==> config.mk <==
export PLATFORM = sky130hd
export DESIGN_NAME = uart_rx_ovsamp
export DESIGN_NICKNAME = d
export VERILOG_FILES = /design/src/rtl/uart_rx_ovsamp.sv
export SDC_FILE = /design/constraint.sdc
export NUM_CORES = 1
export LEC_CHECK = 0
export CAP_MARGIN = 20
export CORE_ASPECT_RATIO = 0.6
export CORE_MARGIN = 3
export CORE_UTILIZATION = 45
export DETAILED_ROUTE_END_ITERATION = 8
export GPL_TIMING_DRIVEN = 0
export PLACE_DENSITY_LB_ADDON = 0.15
export SYNTH_ARGS = -nofsm -noshare
export SYNTH_HDL_FRONTEND = slang
export SYNTH_SLANG_ARGS = --single-unit
==> constraint.sdc <==
create_clock -name clk_i -period 2.07 [get_ports clk_i]
set_clock_uncertainty 0.15 [all_clocks]
set_input_delay 0.414 -clock clk_i [delete_from_list [all_inputs] [get_ports clk_i]]
set_output_delay 0.414 -clock clk_i [all_outputs]
set_load 0.02 [all_outputs]
==> src/rtl/uart_rx_ovsamp.sv <==
// -----------------------------------------------------------------------------
// uart_rx_ovsamp
//
// 8x-oversampling UART receiver for 8N1 frames, LSB first. The asynchronous
// serial input goes through a two-flop synchronizer. A tick divider produces
// eight sample ticks per bit period. Each received byte goes into a
// single-entry buffer that the consumer drains over a valid/ready handshake.
// A stop bit sampled low raises a one-cycle framing-error pulse. The receiver
// then ignores the line until it returns high. A byte that completes while the
// buffer is still full is dropped and raises a one-cycle overrun pulse.
//
// Optional feature macro: UART_RX_MAJORITY_EN
//   When defined, each bit decision is a 2-of-3 majority vote. The three votes
//   are the rxs samples from the two ticks before the decision tick and the
//   sample at the decision tick. The decision point is unchanged, so latency
//   is the same.
//   When undefined, each bit is a single sample taken at the decision tick.
//
// Parameters
//   CLK_RATE    system clock frequency in Hz
//   BAUD_RATE   line rate in bit/s; CLK_RATE must exceed 8*BAUD_RATE
//
// Ports
//   clk_i        system clock, rising edge
//   rst_i        synchronous reset, active-high
//   rx_i         asynchronous serial input, idle high
//   dout_o       received byte, stable while valid_o is high
//   valid_o      dout_o holds an unconsumed byte
//   ready_i      consumer takes dout_o when valid_o && ready_i
//   frame_err_o  one-cycle pulse: stop bit sampled low
//   overrun_o    one-cycle pulse: byte completed while buffer full, byte lost
// -----------------------------------------------------------------------------
module uart_rx_ovsamp #(
    parameter int unsigned CLK_RATE  = 100_000_000,
    parameter int unsigned BAUD_RATE = 115_200
) (
    input  logic       clk_i,
    input  logic       rst_i,
    input  logic       rx_i,
    output logic [7:0] dout_o,
    output logic       valid_o,
    input  logic       ready_i,
    output logic       frame_err_o,
    output logic       overrun_o
);

    localparam int unsigned DIV_RAW = CLK_RATE / (8 * BAUD_RATE);
    localparam int unsigned DIV     = (DIV_RAW < 1) ? 1 : DIV_RAW;
    localparam int unsigned DIV_W   = (DIV > 1) ? $clog2(DIV) : 1;
    localparam logic [DIV_W-1:0] DIV_MAX = DIV_W'(DIV - 1);

    if (CLK_RATE <= 8 * BAUD_RATE) begin : g_rate_check
        $error("uart_rx_ovsamp: CLK_RATE must exceed 8*BAUD_RATE");
    end

    typedef enum logic [2:0] {
        S_IDLE,
        S_START,
        S_DATA,
        S_STOP,
        S_BREAK
    } state_e;

    state_e           state_q, state_d;
    logic             sync1_q;
    logic             rxs_q;
    logic [DIV_W-1:0] div_q, div_d;
    logic [2:0]       samp_q, samp_d;
    logic [2:0]       bit_q, bit_d;
    logic [7:0]       shift_q, shift_d;
    logic [7:0]       dout_q, dout_d;
    logic             valid_q, valid_d;
    logic             frame_err_q, frame_err_d;
    logic             overrun_q, overrun_d;

    logic tick;
    logic bit_val;

    assign tick = (div_q == DIV_MAX);

`ifdef UART_RX_MAJORITY_EN
    // hist_q[0] holds the sample from the most recent tick, hist_q[1] the one before it.
    logic [1:0] hist_q, hist_d;

    assign bit_val = (hist_q[1] & hist_q[0]) | (hist_q[1] & rxs_q) | (hist_q[0] & rxs_q);
`else
    assign bit_val = rxs_q;
`endif

    always_comb begin
        // NOTE: every next-state value starts from a hold default so no branch can infer a latch.
        state_d     = state_q;
        div_d       = div_q;
        samp_d      = samp_q;
        bit_d       = bit_q;
        shift_d     = shift_q;
        dout_d      = dout_q;
        valid_d     = valid_q;
        frame_err_d = 1'b0;
        overrun_d   = 1'b0;
`ifdef UART_RX_MAJORITY_EN
        hist_d      = hist_q;
`endif

        // The consumer takes the buffered byte. A delivery below can refill the buffer in this same cycle.
        if (valid_q && ready_i) begin
            valid_d = 1'b0;
        end

        // The oversampling timebase runs only while a frame is in progress.
        if (state_q == S_IDLE || state_q == S_BREAK) begin
            div_d  = '0;
            samp_d = '0;
        end else begin
            div_d = tick ? '0 : div_q + DIV_W'(1);
            if (tick) begin
                samp_d = samp_q + 3'd1;
            end
`ifdef UART_RX_MAJORITY_EN
            if (tick) begin
                hist_d = {hist_q[0], rxs_q};
            end
`endif
        end

        case (state_q)
            S_IDLE: begin
                if (!rxs_q) begin
                    state_d = S_START;
                end
            end

            S_START: begin
                // Sample count 3 is the middle of the start bit.
                // A high line there means the falling edge was a glitch.
                if (tick && samp_q == 3'd3) begin
                    if (bit_val) begin
                        state_d = S_IDLE;
                    end else begin
                        samp_d  = '0;
                        bit_d   = '0;
                        state_d = S_DATA;
                    end
                end
            end

            S_DATA: begin
                // Because the sample counter restarted at mid start bit, count 7 is mid-bit.
                if (tick && samp_q == 3'd7) begin
                    shift_d = {bit_val, shift_q[7:1]};
                    if (bit_q == 3'd7) begin
                        state_d = S_STOP;
                    end else begin
                        bit_d = bit_q + 3'd1;
                    end
                end
            end

            S_STOP: begin
                if (tick && samp_q == 3'd7) begin
                    if (bit_val) begin
                        state_d = S_IDLE;
                        if (!valid_q || ready_i) begin
                            dout_d  = shift_q;
                            valid_d = 1'b1;
                        end else begin
                            overrun_d = 1'b1;
                        end
                    end else begin
                        frame_err_d = 1'b1;
                        state_d     = S_BREAK;
                    end
                end
            end

            S_BREAK: begin
                // Wait here so a line held low cannot look like a new start bit.
                if (rxs_q) begin
                    state_d = S_IDLE;
                end
            end

            default: state_d = S_IDLE;
        endcase
    end

    // NOTE: all state is registered with non-blocking assignments so every flop samples pre-edge values.
    always_ff @(posedge clk_i) begin
        if (rst_i) begin
            sync1_q     <= 1'b1;
            rxs_q       <= 1'b1;
            state_q     <= S_IDLE;
            div_q       <= '0;
            samp_q      <= '0;
            bit_q       <= '0;
            shift_q     <= '0;
            dout_q      <= '0;
            valid_q     <= 1'b0;
            frame_err_q <= 1'b0;
            overrun_q   <= 1'b0;
`ifdef UART_RX_MAJORITY_EN
            hist_q      <= 2'b11;
`endif
        end else begin
            sync1_q     <= rx_i;
            rxs_q       <= sync1_q;
            state_q     <= state_d;
            div_q       <= div_d;
            samp_q      <= samp_d;
            bit_q       <= bit_d;
            shift_q     <= shift_d;
            dout_q      <= dout_d;
            valid_q     <= valid_d;
            frame_err_q <= frame_err_d;
            overrun_q   <= overrun_d;
`ifdef UART_RX_MAJORITY_EN
            hist_q      <= hist_d;
`endif
        end
    end

    assign dout_o      = dout_q;
    assign valid_o     = valid_q;
    assign frame_err_o = frame_err_q;
    assign overrun_o   = overrun_q;

endmodule
=== Word level (Yosys, flattened, before mapping) ===
Cells that the tools add are included.

* Bits in registers: 37
* Bits of input ports: 4
* Word-level logic and storage cells: 74
* Output and inout bits: 11

* Bitwise gates (word level): 3
* $add $sub $neg: 3
* Muxes and demuxes: 26
* Reduce and logical (&&, ||, !) cells: 15
* Equality and inequality tests: 16

{| class="wikitable"
|+ Operator list
! cell !! count
|-
| two-way mux 3 bit || 16
|-
| != test 2 bit, second input constant || 8
|-
| one-hot mux 3 bit (5 select lines) || 1
|-
| == test 3 x 2 -> 1 bit, second input constant || 3
|-
| == test 3 bit, second input constant || 3
|-
| adder 7 x 1 -> 7 bit, second input constant || 1
|-
| == test 7 bit, second input constant || 1
|-
| two-way mux 1 bit || 7
|-
| adder 3 x 1 -> 3 bit, second input constant || 2
|-
| one-hot mux 3 bit (2 select lines) || 1
|-
| AND reduction 6 bit || 1
|-
| OR reduction 3 bit || 2
|-
| AND reduction 5 bit || 1
|-
| AND reduction 4 bit || 1
|-
| OR reduction 4 bit || 1
|-
| == test 3 x 1 -> 1 bit, second input constant || 1
|-
| logical AND 1 bit || 3
|-
| logical NOT 3 bit || 1
|-
| inverter 1 bit || 3
|-
| logical OR 1 bit || 2
|-
| two-way mux 2 bit || 1
|-
| AND reduction 2 bit || 1
|-
| nonzero test 2 bit || 1
|-
| logical NOT 1 bit || 1
|}

=== Depth between registers and ports, before layout ===
Gate-level depths: netlist (run 1).

* Word-level depth: 6
* Depth in mapped cells: 7
* Depth with buffers taken out: 6

=== Worst setup path before layout (run 1) ===
OpenSTA, ideal clock, no wires.

* Path type: register to register
* Start point: reg samp_q[0]
* End point: reg state_q[0]
* Path buffers: 0
* Data arrival time: 1.580 ns
* Period minus slack after synthesis: 1.851 ns
* Path slack: 0.219 ns
* Data required time: 1.799 ns
* Cell stages (with the launch flop): 7
* Setup time: 0.121 ns
* Cells stage by stage: dfxtp_1 -> ha_1 -> ha_1 -> nand4bb_1 -> o211a_1 -> nor3b_2 -> mux2_2

* Longest elaborated chain between the ends: 4
* Elaborated cells on any way between the ends: 8
* Classes of those cells: 5 x eq/ne; 3 x reduce/logical

{| class="wikitable"
|+ Ends and longest elaborated chain
! element !! line !! RTL
|-
| from (decl) || 68 || <nowiki>logic [2:0] samp_q, samp_d;</nowiki>
|-
| from (signal assigned) || 209 || <nowiki>samp_q <= samp_d;</nowiki>
|-
| == test 3 bit / == test 3 x 2 -> 1 bit (equally long branches) || 149, 160, 136 ||
|-
| logical AND 1 bit, on equally long branches || 149, 160, 136 ||
|-
| != test 2 bit (no line) || - ||
|-
| AND reduction 6 bit (no line) (*) || - ||
|-
| to (signal assigned) || 207 || <nowiki>state_q <= state_d;</nowiki>
|-
| to (decl) || 64 || <nowiki>state_e state_q, state_d;</nowiki>
|}

Mark *: on every way between the ends. The rest lies on a longest branch, timed or not.
A chain may end at the register's enable or synchronous reset.

=== Final worst setup path (run 1) ===
Ends and elaborated chain as after synthesis.

==> results of run 1 <==
## kinds of logic (layout without fill, tap and decap cells)
| kind of cell | count (synthesis) | in the layout | synth area share |
|---|---|---|---|
| compound gates | 22 | 22 | 0.101 |
| buf+inv | 14 | 35 | 0.0415 |
| fa+ha+maj | 6 | 6 | 0.0453 |
| flops | 37 | 37 | 0.447 |
| xor+xnor | 5 | 5 | 0.0264 |
| simple gates | 67 | 67 | 0.223 |
| mux | 19 | 19 | 0.115 |
## final timing paths
| path | startpoint | endpoint | slack (ps) | depth (start not counted) |
|---|---|---|---|---|
| worst max-delay path | samp_q[0]$_SDFF_PP0_ | state_q[0]$_SDFFE_PP0P_ | 40 | 6 |
| worst min register to register | sync1_q$_SDFF_PP1_ | bit_val$_SDFF_PP1_ | 260 | 1 |
| worst max register to register | samp_q[0]$_SDFF_PP0_ | state_q[0]$_SDFFE_PP0P_ | 40 | 6 |
| worst min-delay path | sync1_q$_SDFF_PP1_ | bit_val$_SDFF_PP1_ | 260 | 1 |
## layer usage
layer | wire length, um | up-vias | global-route usage
met5 | 0 | - | 0
met4 | 36 | 0 | 0.0684
met3 | 183 | 4 | 0.0607
met2 | 1390 | 35 | 0.203
met1 | 1750 | 568 | 0.220
li1 | - | 637 | -
## cells in the mapped netlist (2+ instances only)
cell       count  share of area
dfxtp_1       37           0.45
clkbuf_1       4         0.0091
a21oi_1        2         0.0060
nand4bb_1      2          0.014
nor4b_1        2          0.011
o41ai_1        2          0.011
a211oi_1       2         0.0091
mux2i_1       18           0.11
nor2b_1        3          0.011
nand3_1        2         0.0060
o211a_1        2          0.012
o21bai_1       3          0.014
or3_1          4          0.015
nor3_1         4          0.012
xor2_1         2          0.011
inv_1          4         0.0091
nor2_1        27          0.061
or2_2          4          0.015
a31o_2         2          0.011
ha_1           6          0.045
o21ai_0        3         0.0091
xnor2_1        3          0.016
o311ai_0       3          0.016
buf_2          4          0.012
nand2_1        5          0.011
nand2b_1       5          0.019
## layout make-up
| type | instances | area, um^2 |
|---|---|---|
| Fill cell | 284 | 1310 |
| Clock buffer | 5 | 68.8 |
| Timing Repair Buffer | 13 | 130 |
| Sequential cell | 37 | 743 |
| Inverter | 4 | 15.0 |
| Tap cell | 45 | 56.3 |
| Buffer | 10 | 53.8 |
| Multi-Input combinational cell | 119 | 941 |
| Clock inverter | 3 | 65.1 |
## timing repair
action | CTS | global route
buffers inserted | 0 | 0
gates resized for setup | 1 | 20
endpoints found under the setup margin | 2 | 20
pin swaps | 0 | 3
## power by group through the flow
stage	Combinational, mW	Clock, mW	Sequential (mW)
floorplan	0.202	0	0.765
global placement	0.246	0	0.769
detailed placement	0.255	0	0.770
CTS	0.256	0.748	0.753
global route	0.340	0.783	0.761
finish	0.308	0.735	0.758
## registers in the layout, summed over array words and instances (netlist names)
| name | count |
|---|---|
| overrun_o | 1 |
| div_q | 7 |
| state_q | 3 |
| bit_q | 3 |
| frame_err_o | 1 |
| sync1_q | 1 |
| shift_q | 8 |
| bit_val | 1 |
| valid_o | 1 |
| samp_q | 3 |
| dout_o | 8 |
## per-stage QoR
stage / cells / power, mW / utilization / setup TNS [ps] / worst slack, ps
4_1_cts: 236 / 1.76 / 0.587 / 0 / 10.0
5_1_grt: 236 / 1.88 / 0.613 / -121 / -50.4
6_report: 236 / 1.80 / 0.613 / 0 / 40.6
3_3_place_gp: 228 / 1.01 / 0.545 / 0 / 47.2
2_1_floorplan: 170 / 0.967 / - / 0 / 219
3_5_place_dp: 228 / 1.02 / 0.545 / -4.45 / -4.45
## critical path, delay by kind of cell (launching register included)
| kind | cells | cell delay, ps |
|---|---|---|
| and+or+nand+nor | 2 | 430 |
| adders and majority gates | 2 | 380 |
| DFF | 1 | 340 |
| muxes | 1 | 320 |
| AOI/OAI and AO/OA | 1 | 300 |
==> out/results.ini, run 1 <==
[routing]
routed_wirelength_um = 3360
drtAntennaViolNets = 0
drtIter0Drc = 76
drc = 0
viasPerCell = 5.27
wire_per_inst_um = 14.2
drt_pass1_iterations = 4
vias = 1244

[clock_network]
clkTransAtPathRegs_ps = 70
cts_tree = yes
root_buffer = clkbuf_8
cts_made_buffers = 5
clock_latency_ps = 290
cts.sinks = 37
hold_buffers = 0
cts_buffer_depth = 2
h-tree-depth = 2

[pwr]
cellPowerDensity_mw_per_mm2 = 869
peakVddDrop_uv = 612
power_leakage_nw = 0.770
clkPwrFrac = 0.408
swShare = 0.250
p_int_mw = 1.35
p_comb_frac = 0.171
p_switching_uw = 451
pwr-share-seq = 0.421

[yosys]
synth_seq_cells = 37
syn_inst = 170
ys_warn_count = 0
synth_nets = 180
ys_seq_area_frac = 0.447
synth_area_per_cell_um2 = 9.75
synth_cell_type_count = 41
synthesis.area_mm2 = 0.00166
synth_edf_count = 0
synth_ff_type = dfxtp_1
synthArstFlopShare = 0

[global_route]
grt_pass1_vias = 1117
antenna_found_initial = 0
grt_max_degree = 13
track_usage = 0.155
grt_pass1_wl_um = 5290
overflow = 0

[sta]
fmax_mhz = 493
min_period_over_period = 0.980
setup_viol = 0
tightest_slew_ps = 509
fin_crit_ps = 2030
grt_setup_unrepaired = true
hold_viol = 0
slew_violations = 0
hold_ws_ps = 259
relSlewSlack = 0.660

[final_layout]
final_common_cell = dfxtp_1
diodes = 0
final_area_mm2 = 0.00207
drive_gt1_frac = 0.199
mostFrequentLayoutCells = dfxtp_1, nor2_1, mux2i_1
syn_to_final_growth_pct = 25.1
finalNetCount = 200

[min_path]
hp-class = flip-flop to flip-flop

[worst_setup_path]
worst-path-max-fanout = 3
worstSetupPathType = flip-flop to flip-flop
worst_path_largest_cell_delay_ps = 340
cp_slowest_cell = dfxtp_2
cp.arrival_ps = 2060
cp-start-kind = flip-flop
end_kind = flip-flop
worstPathCellList = ha_2 > ha_2 > nand4bb_1 > o211a_1 > nor3b_4 > mux2_4
worst_path_most_repeated_cell = ha_2
critPathRequiredTime_ps = 2100

[die]
die-area_mm2 = 0.00447
die_w_um = 84.4
core_area_mm2 = 0.00338
initial_utilization = 0.490
die_h_um = 53.0
rows = 16
io_pins = 15

[status]
status = finished, final reports clean

[place]
numPortBuffers = 13
place_hpwl_um = 2290
place_area_mm2 = 0.00184
gp_congestion = 0.774

[run]
maxCapViolations = 0

Note: power is estimated with default switching activity, not from simulation.
==> run 2, diff against run 1 <==
--- a/config.mk
+++ b/config.mk
@@ -5,6 +5,7 @@
 export SDC_FILE = /design/constraint.sdc
 export NUM_CORES = 1
 export LEC_CHECK = 0
+export ABC_CLOCK_PERIOD_IN_PS = 2070
 export CAP_MARGIN = 20
 export CORE_ASPECT_RATIO = 0.6
 export CORE_MARGIN = 3
==> results of run 2 <==
Final layout, timing and power as in run 1 (identical DEF).
